[src/rtl/debounce_pkg.sv]
// Shared definitions for the debounce input stage: state encoding and default sizing.
package debounce_pkg;

  typedef enum logic [1:0] {
    STABLE_LO = 2'b00,
    PEND_HI   = 2'b01,
    STABLE_HI = 2'b11,
    PEND_LO   = 2'b10
  } db_state_e;

  localparam int unsigned DEF_STABLE_CYCLES = 4;
  localparam int unsigned DEF_CNT_W         = 3;

endpackage

[src/rtl/sync_2ff.sv]
// Two-register synchronizer for a single asynchronous bit; both stages clear on reset.
module sync_2ff (
  input  logic Clk,
  input  logic Rst,
  input  logic async_in,
  output logic sync_out
);

  logic meta_q;
  logic sync_q;

  always_ff @(posedge Clk) begin
    if (Rst) begin
      meta_q <= 1'b0;
      sync_q <= 1'b0;
    end else begin
      meta_q <= async_in;
      sync_q <= meta_q;
    end
  end

  assign sync_out = sync_q;

endmodule

[src/rtl/debounce_sync.sv]
// Synchronizes a bouncing input and accepts a new level only after it holds for
// STABLE_CYCLES consecutive synchronized cycles; emits one-cycle edge pulses.
//
// state     | meaning
// STABLE_LO | accepted level is 0, synchronized input agrees
// PEND_HI   | input reads 1, counting consecutive 1 cycles
// STABLE_HI | accepted level is 1, synchronized input agrees
// PEND_LO   | input reads 0, counting consecutive 0 cycles
module debounce_sync
  import debounce_pkg::*;
#(
  parameter int unsigned STABLE_CYCLES = DEF_STABLE_CYCLES,
  parameter int unsigned CNT_W         = DEF_CNT_W
) (
  input  logic Clk,
  input  logic Rst,
  input  logic D_raw,
  output logic D_clean,
  output logic Rise,
  output logic Fall,
  output logic Busy
);

  if ((STABLE_CYCLES < 2) || (STABLE_CYCLES > ((1 << CNT_W) - 1))) begin : g_bad_params
    $error("debounce_sync: STABLE_CYCLES must lie in 2..2**CNT_W-1");
  end

  localparam logic [CNT_W-1:0] CNT_ONE  = CNT_W'(1);
  localparam logic [CNT_W-1:0] CNT_LAST = CNT_W'(STABLE_CYCLES - 1);

  logic             sync_lvl;
  db_state_e        state_q;
  logic [CNT_W-1:0] cnt_q;
  logic             clean_q;
  logic             rise_q;
  logic             fall_q;

  sync_2ff u_sync (
    .Clk      (Clk),
    .Rst      (Rst),
    .async_in (D_raw),
    .sync_out (sync_lvl)
  );

  always_ff @(posedge Clk) begin
    if (Rst) begin
      state_q <= STABLE_LO;
      cnt_q   <= '0;
      clean_q <= 1'b0;
      rise_q  <= 1'b0;
      fall_q  <= 1'b0;
    end else begin
      rise_q <= 1'b0;
      fall_q <= 1'b0;
      case (state_q)
        STABLE_LO: begin
          if (sync_lvl) begin
            state_q <= PEND_HI;
            cnt_q   <= CNT_ONE;
          end else begin
            cnt_q <= '0;
          end
        end
        PEND_HI: begin
          if (!sync_lvl) begin
            state_q <= STABLE_LO;
            cnt_q   <= '0;
          end else if (cnt_q == CNT_LAST) begin
            state_q <= STABLE_HI;
            clean_q <= 1'b1;
            rise_q  <= 1'b1;
            cnt_q   <= '0;
          end else begin
            cnt_q <= cnt_q + CNT_ONE;
          end
        end
        STABLE_HI: begin
          if (!sync_lvl) begin
            state_q <= PEND_LO;
            cnt_q   <= CNT_ONE;
          end else begin
            cnt_q <= '0;
          end
        end
        PEND_LO: begin
          if (sync_lvl) begin
            state_q <= STABLE_HI;
            cnt_q   <= '0;
          end else if (cnt_q == CNT_LAST) begin
            state_q <= STABLE_LO;
            clean_q <= 1'b0;
            fall_q  <= 1'b1;
            cnt_q   <= '0;
          end else begin
            cnt_q <= cnt_q + CNT_ONE;
          end
        end
        default: begin
          state_q <= STABLE_LO;
          cnt_q   <= '0;
        end
      endcase
    end
  end

  assign D_clean = clean_q;
  assign Rise    = rise_q;
  assign Fall    = fall_q;
  assign Busy    = (state_q == PEND_HI) || (state_q == PEND_LO);

endmodule

[config.mk]
export PLATFORM = sky130hd
export DESIGN_NAME = debounce_sync
export DESIGN_NICKNAME = d
export VERILOG_FILES = /design/src/rtl/debounce_pkg.sv /design/src/rtl/sync_2ff.sv /design/src/rtl/debounce_sync.sv
export SDC_FILE = /design/constraint.sdc
export NUM_CORES = 1
export LEC_CHECK = 0
export CAP_MARGIN = 20
export CORE_UTILIZATION = 35
export CTS_CLUSTER_SIZE = 12
export DETAILED_ROUTE_END_ITERATION = 16
export PLACE_DENSITY = 0.54
export RECOVER_POWER = 25
export SLEW_MARGIN = 20
export SYNTH_ARGS = -nofsm -noshare
export SYNTH_HDL_FRONTEND = slang
export SYNTH_SLANG_ARGS = --single-unit
[constraint.sdc]
create_clock -name Clk -period 1.8 [get_ports Clk]
set_input_delay 0.36 -clock Clk [delete_from_list [all_inputs] [get_ports Clk]]
set_output_delay 0.36 -clock Clk [all_outputs]
set_load 0.1 [all_outputs]
After elaboration in Yosys (flattened, before gate mapping)
Index checks and enable logic that the tools add are counted.
{"block": "totals", "in_bits": 3, "wordCells": 49, "output_inout_bits": 4, "ff_bits": 10}
{"block": "classes", "n_mux": 19, "addsub": 1, "n_reduce_logical": 7, "n_bitwise": 3, "n_eq_ne": 12}
{"cell": "$mux W2", "count": 6}
{"cell": "$pmux W3 S4", "count": 1}
{"cell": "$mux W3", "count": 3}
{"cell": "$ne A2 B2 Y1 const B", "count": 4}
{"cell": "$pmux W2 S4", "count": 1}
{"cell": "$mux W1", "count": 7}
{"cell": "$reduce_or A3 Y1", "count": 2}
{"cell": "$reduce_and A5 Y1", "count": 1}
{"cell": "$eq A2 B2 Y1 const B", "count": 2}
{"cell": "$ne A2 B1 Y1 const B", "count": 2}
{"cell": "$reduce_and A4 Y1", "count": 1}
{"cell": "$add A3 B1 Y3 const B", "count": 1}
{"cell": "$eq A3 B2 Y1 const B", "count": 1}
{"cell": "$ne A3 B2 Y1 const B", "count": 1}
{"cell": "$ne A3 B3 Y1 const B", "count": 1}
{"cell": "$not A1 Y1", "count": 3}
{"cell": "$eq A2 B1 Y1 const B", "count": 1}
{"cell": "$logic_not A2 Y1", "count": 1}
{"cell": "$pmux W1 S2", "count": 1}
{"cell": "$reduce_bool A2 Y1", "count": 1}
{"cell": "$logic_or A1 B1 Y1", "count": 1}

Longest topological paths before layout
Gate-level depths: netlist of run 1.
{"block": "logic_depth", "depth_word": 4, "depth_mapped": 5, "depth_no_buf": 5}

Modules after synthesis
From an unflattened synthesis of run 1, not the netlist that was laid out.
{"block": "unflattened", "hier_cells": 51, "hier_area_um2": 508.0}
{"mod": "debounce_sync", "cells_per_inst": 47, "area_per_inst_um2": 455.4, "instances": 1}
{"mod": "sync_2ff", "cells_per_inst": 4, "area_per_inst_um2": 52.6, "instances": 1}

Least setup slack after synthesis of run 1
No wires, ideal clock.
{"block": "synth_timing", "kind": "register -> register", "from": "register state_q[0]", "to": "register state_q[0]", "synth_period_minus_slack_ns": 1.960, "required_time_ns": 1.679, "path_buffers": 0, "setup_ns": 0.121, "arrival_ns": 1.840, "setup_slack_ns": -0.160, "path_stages_with_launch": 6, "cell_sequence": "dfxtp_1 inv_1 ha_1 or2_2 a21oi_1 mux2_2"}
{"block": "synth_via", "elab_chain_cells": 3}
{"element": "from (decl)", "line_no": "debounce_sync.sv:32", "rtl": "db_state_e state_q;"}
{"element": "from (signal assigned)", "line_no": "debounce_sync.sv:47", "rtl": "state_q <= STABLE_LO;"}
{"element": "from (signal assigned)", "line_no": "debounce_sync.sv:58", "rtl": "state_q <= PEND_HI;"}
{"element": "from (signal assigned)", "line_no": "debounce_sync.sv:66", "rtl": "state_q <= STABLE_LO;"}
{"element": "$eq A2 B2 Y1, or another cell as far along", "line_no": "debounce_sync.sv:55", "rtl": "case (state_q)"}
{"element": "$ne A3 B2 Y1 (no source line), or another cell as far along"}
{"element": "$reduce_and A4 Y1 (no source line)"}
Parallel ways exist; a longest one is shown, timed or not.
A chain may end at the register's enable or synchronous reset.

Worst setup path in the final report of run 1
{"block": "layout_timing", "from": "register state_q[0]", "to": "output port Busy"}
{"block": "layout_via", "elab_chain_cells": 2}
{"element": "$eq A2 B1 Y1 / $eq A2 B2 Y1 (equally long branches)", "line_no": "debounce_sync.sv:109", "rtl": "assign Busy = (state_q == PEND_HI) || (state_q == PEND_LO);"}
{"element": "$logic_or A1 B1 Y1 (*)", "line_no": "debounce_sync.sv:109"}
{"element": "to (decl)", "line_no": "debounce_sync.sv:21", "rtl": "output logic Busy"}
Every way passes the cells marked *; elsewhere a longest branch is shown, timed or not.

==> qor.yml, run 1 <==
finalMaxSlewViolations: 0
cp-start-kind: "flop"
finalCoreUtilization: 0.4887
layout_common_cells: "dfxtp_1, ha_1, a21oi_1, buf_12"
drt_iter0_drc: 6
n_antenna_cell: 0
ios: 7
holdPathStages: 1
placement_rows: 13
core_area_um2: 1334
netlist_instances: 52
synth_area_leaders: "dfxtp_1, ha_1, mux2_2"
power.density_nw_per_um2: 964.2
ir_worst_vdd_mv: 0.5697
nNetsFinal: 70
cts_root_buf: "clkbuf_4"
final_layout_size_suffix_gt1_frac: 0.2333
insertion_delay_ns: 0.27
max_slew.worst_pin.slew_ns: 0.4702
fin_skew_ns: 0.008308
hold_class: "reg -> reg"
layout_setup_ws_ns: 0.1347
fin_hold_ws_ns: 0.4495
met1_usage: 0.1873
leakage_nw: 0.2495
run_status: "finished, final reports clean"
yosysTopAreaCell: "dfxtp_1"
maxCapViolations: 0
dp_hpwl_um: 676.5
critical_path_required_ns: 1.44
synth_seq_cells: 10
clock.fmax_mhz: 600.5
route.detailed.drc: 0
gp_routability_congestion: 0.7421
rsz0062_at_grt: "no"
reg2regPathDepth: 5
grt_pass1_vias: 346
grt_antenna_before_repair: 0
crit_chain: "inv_1 > ha_2 > buf_12"
die_area_um2: 1612
die_w_um: 40.15
worstSetupPathType: "reg -> out"
yosysWarningCount: 0
avgSynthCellArea_um2: 9.793
nFillCells: 139
synth_cell_types: 21
wire_per_inst_um: 12.37
grt-busiest-layer: "met2"
vias: 376
final.period_utilization: 0.9252
layout_commonest_cell: "dfxtp_1"
post_cts_resized: 0
path_clk_slew_ns: 0.06
relSlewSlack: 0.6855
die_h_um: 40.15
firstDrtPassIters: 3
period_needed_ns: 1.665
dpl_worst_slack_ns: 0.1981
ant_nets: 0
critical-path-max-stage-delay_ns: 0.38
routed_wl_um: 928
use_met2: 0.2177
cts.path.max_buffers: 2
path_max_fanout: 4
grt_pass1_wl_um: 1531
post-cts-setup-buffer-count: 0
h-tree-depth: 1
fin_tns_setup_ns: 0
clock_sinks: 10
end_kind: "output pin"
ys_seq_area_frac: 0.3931
syn_nets: 61
grt_overflow: 0
area_delta_synth_final_pct: 28.01
grt_use_met3: 0.1000
setup_viol_count_final: 0
grt_util_all_layers: 0.1546
vias_per_cell: 5.013
synth_area_um2: 509.2
postCtsHoldBufs: 0
cts_buffers: 3
start_util: 0.3818
yosysTopAreaCellShare: 0.3931
cp_slowest_cell: "ha_2"
grt_max_degree: 12
port_buffers: 6
cts_tree: "built"
crit_arrival_ns: 1.31
final_hold_viol_count: 0
-- power by group --
group          internal (mW)  switching, mW
clock network          0.123         0.0826
registers              0.234         0.0104
logic                 0.0761          0.103
-- cells in the mapped netlist, drive strengths merged --
cell    instances
clkbuf          1
ha              6
nor3            3
mux2            2
o21a            1
o21ai           2
inv             3
buf             1
dfxtp          10
and4bb          1
nand2b          2
nand2           3
nor2b           3
nor4bb          1
a221oi          1
or2             1
mux2i           2
nor4b           1
a21oi           4
nor2            3
or3             1
-- state kept, by name, indices dropped and copies added, names as in the netlist --
register	flops
Fall	1
D_clean	1
state_q	2
u_sync.sync_out	1
Rise	1
u_sync.meta_q	1
cnt_q	3
-- per-stage QoR --
stage                     cell area, um^2  instances  total power [mW]
final                               651.9         75            0.6285
after global routing                651.9         75            0.6658
after CTS                           651.9         75            0.6367
after detailed placement            615.6         71            0.4280
after global placement              615.6         71            0.4290
after floorplan                     511.7         52            0.3832
-- worst paths after layout --
kind | from | endpoint | slack (ns)
setup reg to reg | state_q[0] | state_q[1] | 0.19
hold / removal | u_sync.meta_q | u_sync.sync_out | 0.45
hold reg to reg | u_sync.meta_q | u_sync.sync_out | 0.45
setup / recovery | state_q[0] | Busy | 0.13
-- metal layers --
metal / wire length [um] / share of wire
met1: 475 / 0.51
met2: 402 / 0.43
met3: 50 / 0.054
met4: 0 / 0
met5: 0 / 0
-- critical path, delay by kind of cell (launching register included) --
family | cells | cell delay, ns
DFF | 1 | 0.37
adders and majority gates | 1 | 0.38
buffers and inverters | 2 | 0.28
-- logic make-up (layout without fill, tap and decap cells) --
group | after synthesis | after routing | share of synthesized area
simple gates | 19 | 19 | 0.2211
flops | 10 | 10 | 0.3931
buf+inv | 5 | 13 | 0.05159
fa+ha+maj | 6 | 6 | 0.1474
mux | 4 | 4 | 0.08354
compound gates | 8 | 8 | 0.1032
-- final cells by class --
cell class / instances / area, um^2 / share of cell area
Timing Repair Buffer: 6 / 100.1 / 0.1536
Sequential cell: 10 / 200.2 / 0.3071
Clock buffer: 4 / 36.28 / 0.05566
Inverter: 3 / 11.26 / 0.01727
Multi-Input combinational cell: 37 / 285.3 / 0.4376
Tap cell: 15 / 18.77 / 0.02879
No activity file was read; power rests on OpenSTA's default activity.
==> inputs of run 2 (changes only) <==
--- a/config.mk
+++ b/config.mk
@@ -6,6 +6,7 @@
 export NUM_CORES = 1
 export LEC_CHECK = 0
 export CAP_MARGIN = 20
+export CORE_MARGIN = 8
 export CORE_UTILIZATION = 35
 export CTS_CLUSTER_SIZE = 12
 export DETAILED_ROUTE_END_ITERATION = 16
==> qor.yml, run 2 (same netlist as run 1, synthesis figures left out) <==
end_kind: "output pin"
start_util: 0.3818
placement_rows: 13
ir_worst_vdd_mv: 0.4899
drt_iter0_drc: 5
layout_setup_ws_ns: 0.1247
power.density_nw_per_um2: 961.5
n_antenna_cell: 0
period_needed_ns: 1.675
wire_per_inst_um: 12.52
grt_pass1_vias: 347
worstSetupPathType: "reg -> out"
core_area_um2: 1334
setup_viol_count_final: 0
path_clk_slew_ns: 0.06
ios: 7
max_slew.worst_pin.slew_ns: 0.4140
die_w_um: 54.15
top_register: "cnt_q"
post_cts_resized: 0
hold_class: "reg -> reg"
cts_buffers: 3
h-tree-depth: 1
largest_reg_flops: 3
vias_per_cell: 5.000
path_max_fanout: 4
fin_skew_ns: 0.004336
postCtsHoldBufs: 0
cts_root_buf: "clkbuf_4"
reg2regPathDepth: 5
final_hold_viol_count: 0
layout_common_cells: "dfxtp_1, ha_1, a21oi_1, buf_12"
cts.path.max_buffers: 2
grt_antenna_before_repair: 0
insertion_delay_ns: 0.27
leakage_nw: 0.2495
run_status: "finished, final reports clean"
grt_pass1_wl_um: 1504
layout_commonest_cell: "dfxtp_1"
clock.fmax_mhz: 596.9
grt_util_all_layers: 0.07162
finalMaxSlewViolations: 0
ant_nets: 0
reg_top3: "cnt_q (3), state_q (2)"
routed_wl_um: 939
post-cts-setup-buffer-count: 0
maxCapViolations: 0
grt_max_degree: 12
crit_arrival_ns: 1.32
area_delta_synth_final_pct: 28.01
r2r-start: "state_q[0]"
die_area_um2: 2932
relSlewSlack: 0.7231
fin_hold_ws_ns: 0.4473
route.detailed.drc: 0
port_buffers: 6
rrSetupSlack_ns: 0.17
dp_hpwl_um: 689.4
vias: 375
hold_start: "u_sync.meta_q"
worstReg2RegEnd: "state_q[1]"
rsz0062_at_grt: "no"
final_layout_size_suffix_gt1_frac: 0.2333
gp_routability_congestion: 0.7562
firstDrtPassIters: 4
fin_tns_setup_ns: 0
clock_sinks: 10
holdPathStages: 1
grt_overflow: 0
die_h_um: 54.15
dpl_worst_slack_ns: 0.1731
final.period_utilization: 0.9307
cts_tree: "built"
critical_path_required_ns: 1.44
cp-start-kind: "flop"
nNetsFinal: 70
min_to: "u_sync.sync_out"
==> run 2: cell counts in the layout (fill, tap and decap cells not counted) <==
No cell type changed its count.
==> run 2: how the worst max path moves through the flow <==
stage                from          to  slack [ns]  cells after the start
6_report       state_q[0]        Busy        0.12                      3
2_1_floorplan  state_q[1]  state_q[0]         0.1                      5
4_1_cts        state_q[0]        Busy        0.12                      3
5_1_grt        state_q[0]        Busy        0.06                      3
3_5_place_dp   state_q[0]  state_q[1]        0.17                      5
3_3_place_gp          Rst  state_q[1]        0.20                      3
==> run 2: metal layers <==
metal  vias to the layer above  GRT usage  wire (um)
li1                        193          -          -
met1                       173    0.07764        418
met2                         7     0.1088        441
met3                         2    0.04959         64
met4                         0    0.02459         13
met5                         -          0          0
==> run 2: area by class of cell <==
| class | count | area, um^2 |
|---|---|---|
| fill | 131 | 681.9 |
| sequential | 10 | 200.2 |
| tap | 15 | 18.77 |
| inverter | 3 | 11.26 |
| multi-input combinational | 37 | 285.3 |
| timing repair buffer | 6 | 100.1 |
| clock buffer | 4 | 36.28 |
==> run 2: through the flow <==
step,total power [mW],instance area [um^2],cells,utilization
floorplan,0.3832,511.7,52,-
global placement,0.4287,615.6,71,0.4615
detailed placement,0.4271,615.6,71,0.4615
CTS,0.6366,651.9,75,0.4887
global route,0.6657,651.9,75,0.4887
finish,0.6268,651.9,75,0.4887
==> run 2: critical path, stage by stage, from the launching register on <==
cell and delay, ns:
dfxtp_1 0.37, inv_1 0.11, ha_2 0.38, buf_12 0.18
==> run 2: power breakdown <==
part / total (mW) / switching [mW] / internal (mW)
combinational: 0.179 / 0.103 / 0.0759
clock: 0.205 / 0.0819 / 0.123
sequential: 0.243 / 0.00993 / 0.234
total: 0.627 / 0.194 / 0.432
